**config.mk**
```make
export PLATFORM = sky130hd
export DESIGN_NAME = alu_exec_unit
export DESIGN_NICKNAME = d
export VERILOG_FILES = /design/src/rtl/alu_exec_pkg.sv /design/src/rtl/alu_exec_unit_add32.sv /design/src/rtl/alu_exec_unit.sv
export SDC_FILE = /design/constraint.sdc
export NUM_CORES = 1
export LEC_CHECK = 0
export BUFFER_PORTS_ARGS = -buffer_cell sky130_fd_sc_hd__buf_2
export CORE_AREA = 2 2 119 168
export DETAILED_ROUTE_END_ITERATION = 6
export DIE_AREA = 0 0 121 170
export GPL_TIMING_DRIVEN = 0
export PLACE_DENSITY = 0.82
export REMOVE_ABC_BUFFERS = 1
export SYNTH_ARGS = -nofsm -noshare
export SYNTH_HDL_FRONTEND = slang
export SYNTH_SLANG_ARGS = --single-unit
```
**constraint.sdc**
```tcl
create_clock -name clk -period 4.9 [get_ports clk]
set_clock_uncertainty 0.2 [all_clocks]
set_input_delay 0.245 -clock clk [delete_from_list [all_inputs] [get_ports clk]]
set_output_delay 0.245 -clock clk [all_outputs]
set_load 0.02 [all_outputs]
```
**src/rtl/alu_exec_pkg.sv**
```systemverilog
// Shared encodings for the execute stage: ALU control codes, aluop classes,
// R-type funct[3:0] codes and immediate-op codes.
package alu_exec_pkg;

  localparam logic [2:0] ALU_AND = 3'b000;
  localparam logic [2:0] ALU_OR  = 3'b001;
  localparam logic [2:0] ALU_ADD = 3'b010;
  localparam logic [2:0] ALU_SUB = 3'b110;
  localparam logic [2:0] ALU_NOR = 3'b100;
  localparam logic [2:0] ALU_SLT = 3'b111;

  localparam logic [1:0] AOP_ADD   = 2'b00;
  localparam logic [1:0] AOP_SUB   = 2'b01;
  localparam logic [1:0] AOP_RTYPE = 2'b10;
  localparam logic [1:0] AOP_IMM   = 2'b11;

  localparam logic [3:0] FN_ADD = 4'b0000;
  localparam logic [3:0] FN_SUB = 4'b0010;
  localparam logic [3:0] FN_AND = 4'b0100;
  localparam logic [3:0] FN_OR  = 4'b0101;
  localparam logic [3:0] FN_NOR = 4'b0111;
  localparam logic [3:0] FN_SLT = 4'b1010;

  localparam logic [1:0] IMM_ADDI = 2'b00;
  localparam logic [1:0] IMM_ANDI = 2'b01;
  localparam logic [1:0] IMM_ORI  = 2'b10;
  localparam logic [1:0] IMM_SLTI = 2'b11;

endpackage

```
**src/rtl/alu_exec_unit_add32.sv**
```systemverilog
// Plain 32-bit adder; carry-out is dropped so the sum wraps modulo 2^32.
module add32 (
  input  logic [31:0] a_i,
  input  logic [31:0] b_i,
  output logic [31:0] sum_o
);

  assign sum_o = a_i + b_i;

endmodule

```
**src/rtl/alu_exec_unit.sv**
```systemverilog
// Execute stage: ALU-control decode, 32-bit ALU with flags and the two PC
// adders, all captured in a single output register (one-cycle latency).
module alu_exec_unit
  import alu_exec_pkg::*;
(
  input  logic        clk,
  input  logic        rst_n,
  input  logic        in_valid,
  input  logic [1:0]  aluop,
  input  logic [5:0]  funct,
  input  logic [1:0]  immop,
  input  logic [31:0] a,
  input  logic [31:0] b,
  input  logic [31:0] pc,
  input  logic [15:0] imm16,
  output logic        out_valid,
  output logic [31:0] result,
  output logic        zero,
  output logic        neg,
  output logic [2:0]  alu_ctrl,
  output logic [31:0] pcplus4,
  output logic [31:0] branch_target
);

  // Valid semantics: in_valid qualifies every input for one edge; out_valid
  // marks the edge after. There is no ready, so a new operation is accepted
  // on every edge and the outputs hold whenever in_valid is low.

  logic [2:0]  ctrl_d, ctrl_q;
  logic [31:0] result_d, result_q;
  logic [31:0] pc4_d, pc4_q;
  logic [31:0] bt_d, bt_q;
  logic [31:0] br_offset;
  logic        valid_q, zero_q, neg_q;
  logic [1:0]  funct_unused;

  assign funct_unused = funct[5:4];

  always_comb begin
    ctrl_d = ALU_ADD;
    case (aluop)
      AOP_ADD: ctrl_d = ALU_ADD;
      AOP_SUB: ctrl_d = ALU_SUB;
      AOP_RTYPE: begin
        case (funct[3:0])
          FN_ADD:  ctrl_d = ALU_ADD;
          FN_SUB:  ctrl_d = ALU_SUB;
          FN_AND:  ctrl_d = ALU_AND;
          FN_OR:   ctrl_d = ALU_OR;
          FN_NOR:  ctrl_d = ALU_NOR;
          FN_SLT:  ctrl_d = ALU_SLT;
          default: ctrl_d = ALU_ADD;
        endcase
      end
      AOP_IMM: begin
        case (immop)
          IMM_ADDI: ctrl_d = ALU_ADD;
          IMM_ANDI: ctrl_d = ALU_AND;
          IMM_ORI:  ctrl_d = ALU_OR;
          IMM_SLTI: ctrl_d = ALU_SLT;
          default:  ctrl_d = ALU_ADD;
        endcase
      end
      default: ctrl_d = ALU_ADD;
    endcase
  end

  always_comb begin
    result_d = '0;
    case (ctrl_d)
      ALU_AND: result_d = a & b;
      ALU_OR:  result_d = a | b;
      ALU_ADD: result_d = a + b;
      ALU_SUB: result_d = a - b;
      ALU_NOR: result_d = ~(a | b);
      // Signed compare rather than the sign of a-b, so overflow cannot flip it.
      ALU_SLT: result_d = {31'd0, ($signed(a) < $signed(b))};
      default: result_d = '0;
    endcase
  end

  assign br_offset = {{14{imm16[15]}}, imm16, 2'b00};

  add32 u_pcplus4 (
    .a_i   (pc),
    .b_i   (32'd4),
    .sum_o (pc4_d)
  );

  add32 u_branch (
    .a_i   (pc4_d),
    .b_i   (br_offset),
    .sum_o (bt_d)
  );

  always_ff @(posedge clk) begin
    if (!rst_n) begin
      valid_q  <= 1'b0;
      result_q <= '0;
      zero_q   <= 1'b1;
      neg_q    <= 1'b0;
      ctrl_q   <= '0;
      pc4_q    <= '0;
      bt_q     <= '0;
    end else begin
      valid_q <= in_valid;
      if (in_valid) begin
        result_q <= result_d;
        zero_q   <= (result_d == 32'd0);
        neg_q    <= result_d[31];
        ctrl_q   <= ctrl_d;
        pc4_q    <= pc4_d;
        bt_q     <= bt_d;
      end
    end
  end

  assign out_valid     = valid_q;
  assign result        = result_q;
  assign zero          = zero_q;
  assign neg           = neg_q;
  assign alu_ctrl      = ctrl_q;
  assign pcplus4       = pc4_q;
  assign branch_target = bt_q;

endmodule

```
==> flow_summary.toml <==
[run_status]
outcome = "complete, no violations"

[timing]
period_minus_slack_ns = 4.58
hold_viol = 0
tightestPinTransition_ns = 1.08
rsz0062_at_grt = "no"
finalCritPeriodShare = 0.936
maxClockFrequency_mhz = 218
whs_ns = 0.0348
slew_violations = 0
relSlewSlack = 0.280
finalSetupViolations = 0

[die]
dieArea_um2 = 20600
initial_core_util = 0.563
die_w_um = 121
core-area_um2 = 19000
die_h_um = 170
core.rowCount = 60
boundaryPins = 227

[drt]
vias_per_cell = 6.12
avgRoutedWirePerCell_um = 17.6
ant_nets = 0
routed_wirelength_mm = 32.6
drc = 0
dr.pass1.iters = 5
via_count = 11300
drtIter0Drc = 819

[clocking]
cts_setup_buffers = 0
htree_levels = 3
cts_buffers = 9
root_buffer = "clkbuf_16"
cts.path.max_buffers = 2
clk_latency_ns = 0.37
cts_tree = "built"
cts_sinks = 99
clkTransAtPathRegs_ns = 0.09

[yosys]
synth_area_um2 = 10700
ys_ff_latch = 99
synth_most_common_cell = "nor2_1"
syn_inst = 1424
synth_area_per_cell_um2 = 7.51
synth_top_area_cell = "dfxtp_1"
synth-edff-count = 0
synthTopCellsByCount = "nor2_1, ha_1, a21oi_1"
synth_top_area_share = 0.185
yosysSeqAreaShare = 0.185
synth.area.top_cells = "dfxtp_1, ha_1, nor2_1"
ys_async_sr_fraction = 0
yosysWarnings = 0
synth-main-ff-cell = "dfxtp_1"
synth.distinct_cells = 86

[hold_path]
whs_path_depth = 4
whs_endpoint = "pcplus4[15]"
hold_start = "pc[15]"
hold_path_class = "primary input to flop"

[worst_setup_path]
path_class = "primary input to flop"
r2r_setup_slack_ns = 3.98
slowest_delay_ns = 0.55
cp_num_buf_inv = 2
worstPathMaxFanout = 4
start_kind = "primary input"
critical-path-top-delay-family = "simple AND/OR/NAND/NOR gates"
worstReg2RegEnd = "result[3]"
r2r_start = "result[3]"
cp.depth = 18
worstPathArrival_ns = 4.64
ff2ff_path_depth = 2
critPathCaptureType = "flop"
required_ns = 4.96
crit_chain = "dlygate4sd3_1, buf_2, ha_1, nand2_1, nor4_2, nand3_1, nor2_1, and3_1, xor2_1, ha_1, o21a_1, o21a_1, a21boi_0, a311oi_1, a21oi_1, nor2_1, xnor2_1, a22o_1"
slowest_stage = "dlygate4sd3_1"

[global_route]
global_route.overflow_total = 0
grt_pass1_vias = 10900
grt_pass1_wl_mm = 52.0
antenna_found_initial = 3
track_usage = 0.308
grt_max_degree = 84

[placement]
port_buffers = 224
post_dp_cell_area_um2 = 11900
dp.final_hpwl_mm = 25.1
dp_cells = 1822
gp_congestion = 0.949

[final_layout]
nets = 1851
finalNonFillerCells = 1845
syn_to_final_growth_pct = 15.0
final_util = 0.647
drive_gt1_frac = 0.178
final_area_um2 = 12300
fillerInstances = 1696

[flow_run]
drv_cap = 0

[power_and_ir_drop]
power.leakage_nw = 5.74
max-vdd-ir-drop_uv = 151
power_w = 0.00304
power.density_nw_per_um2 = 247
-- worst max path at each step --
| stage | startpoint | endpoint | slack [ns] |
|---|---|---|---|
| 2_1_floorplan | funct[0] | zero | 0.45 |
| 5_1_grt | pc[2] | branch_target[31] | 0.11 |
| 4_1_cts | pc[2] | branch_target[31] | 0.16 |
| 3_3_place_gp | aluop[0] | zero | -2.09 |
| 3_5_place_dp | pc[2] | branch_target[31] | 0.35 |
| 6_report | pc[2] | branch_target[31] | 0.32 |
-- sequential cells by signal, indices dropped and copies added, names as in the netlist --
register and flops:
pcplus4 32, out_valid 1, branch_target 30, zero 1, result 32, alu_ctrl 3
-- stage by stage --
step / worst slack, ns / setup TNS, ns
after floorplan: 0.449 / 0
after global placement: -2.09 / -20.20
after detailed placement: 0.347 / 0
after CTS: 0.156 / 0
after global routing: 0.113 / 0
final: 0.316 / 0
-- placed cells by master, fill, tap and decap left out, types with 11 or more instances in the layout --
cell type,count
buf_2,223
nor2_1,172
ha_1,134
a21oi_1,117
dfxtp_1,99
inv_1,97
o21ai_0,91
a211oi_1,74
nand2_1,69
xnor2_1,61
nor3_1,40
nand3_1,36
mux2i_1,34
xor2_1,26
a21o_1,25
nor2b_1,22
nand2b_1,17
o211ai_1,16
nand4_1,15
nor4_1,14
o31ai_1,12
and3_1,11
-- worst register-to-register path: stages (launching register included) --
cell and delay, ns:
dfxtp_1 0.33, nor2_1 0.04, a211oi_1 0.25
-- logic make-up after synthesis --
family | count (synthesis) | share of synthesized area
buffers and inverters | 183 | 0.0694
and+or+nand+nor | 434 | 0.194
adders and majority gates | 137 | 0.162
muxes | 34 | 0.0318
AOI/OAI and AO/OA | 450 | 0.286
DFF | 99 | 0.185
xor gates and xnor gates | 87 | 0.0713
-- metal layers --
| layer | wire length (um) | GRT usage |
|---|---|---|
| met5 | 0 | 0 |
| met4 | 1560 | 0.175 |
| met3 | 1800 | 0.0315 |
| met2 | 16400 | 0.549 |
| met1 | 12700 | 0.352 |
-- where the power goes --
| part | total [W] | switching (W) | internal (W) |
|---|---|---|---|
| Combinational | 0.00138 | 0.000846 | 0.000533 |
| Sequential | 0.000918 | 0.0000372 | 0.000880 |
| Clock | 0.000745 | 0.000385 | 0.000360 |
-- area by class of cell --
type | count | area [um^2] | share of cell area
Antenna cell | 3 | 7.51 | 0.000610
Clock buffer | 9 | 225 | 0.0183
Clock inverter | 7 | 71.3 | 0.00580
Inverter | 99 | 374 | 0.0304
Multi-Input combinational cell | 1142 | 7990 | 0.649
Sequential cell | 99 | 1980 | 0.161
Tap cell | 248 | 310 | 0.0252
Timing Repair Buffer | 238 | 1340 | 0.109
-- what timing repair did --
item                                    4_1_cts  5_1_grt
hold buffers                                  4        0
endpoints found under the hold margin         4        0
resized for setup                             0        1
endpoints found under the setup margin        0        1
No activity file was read; power rests on OpenSTA's default activity.
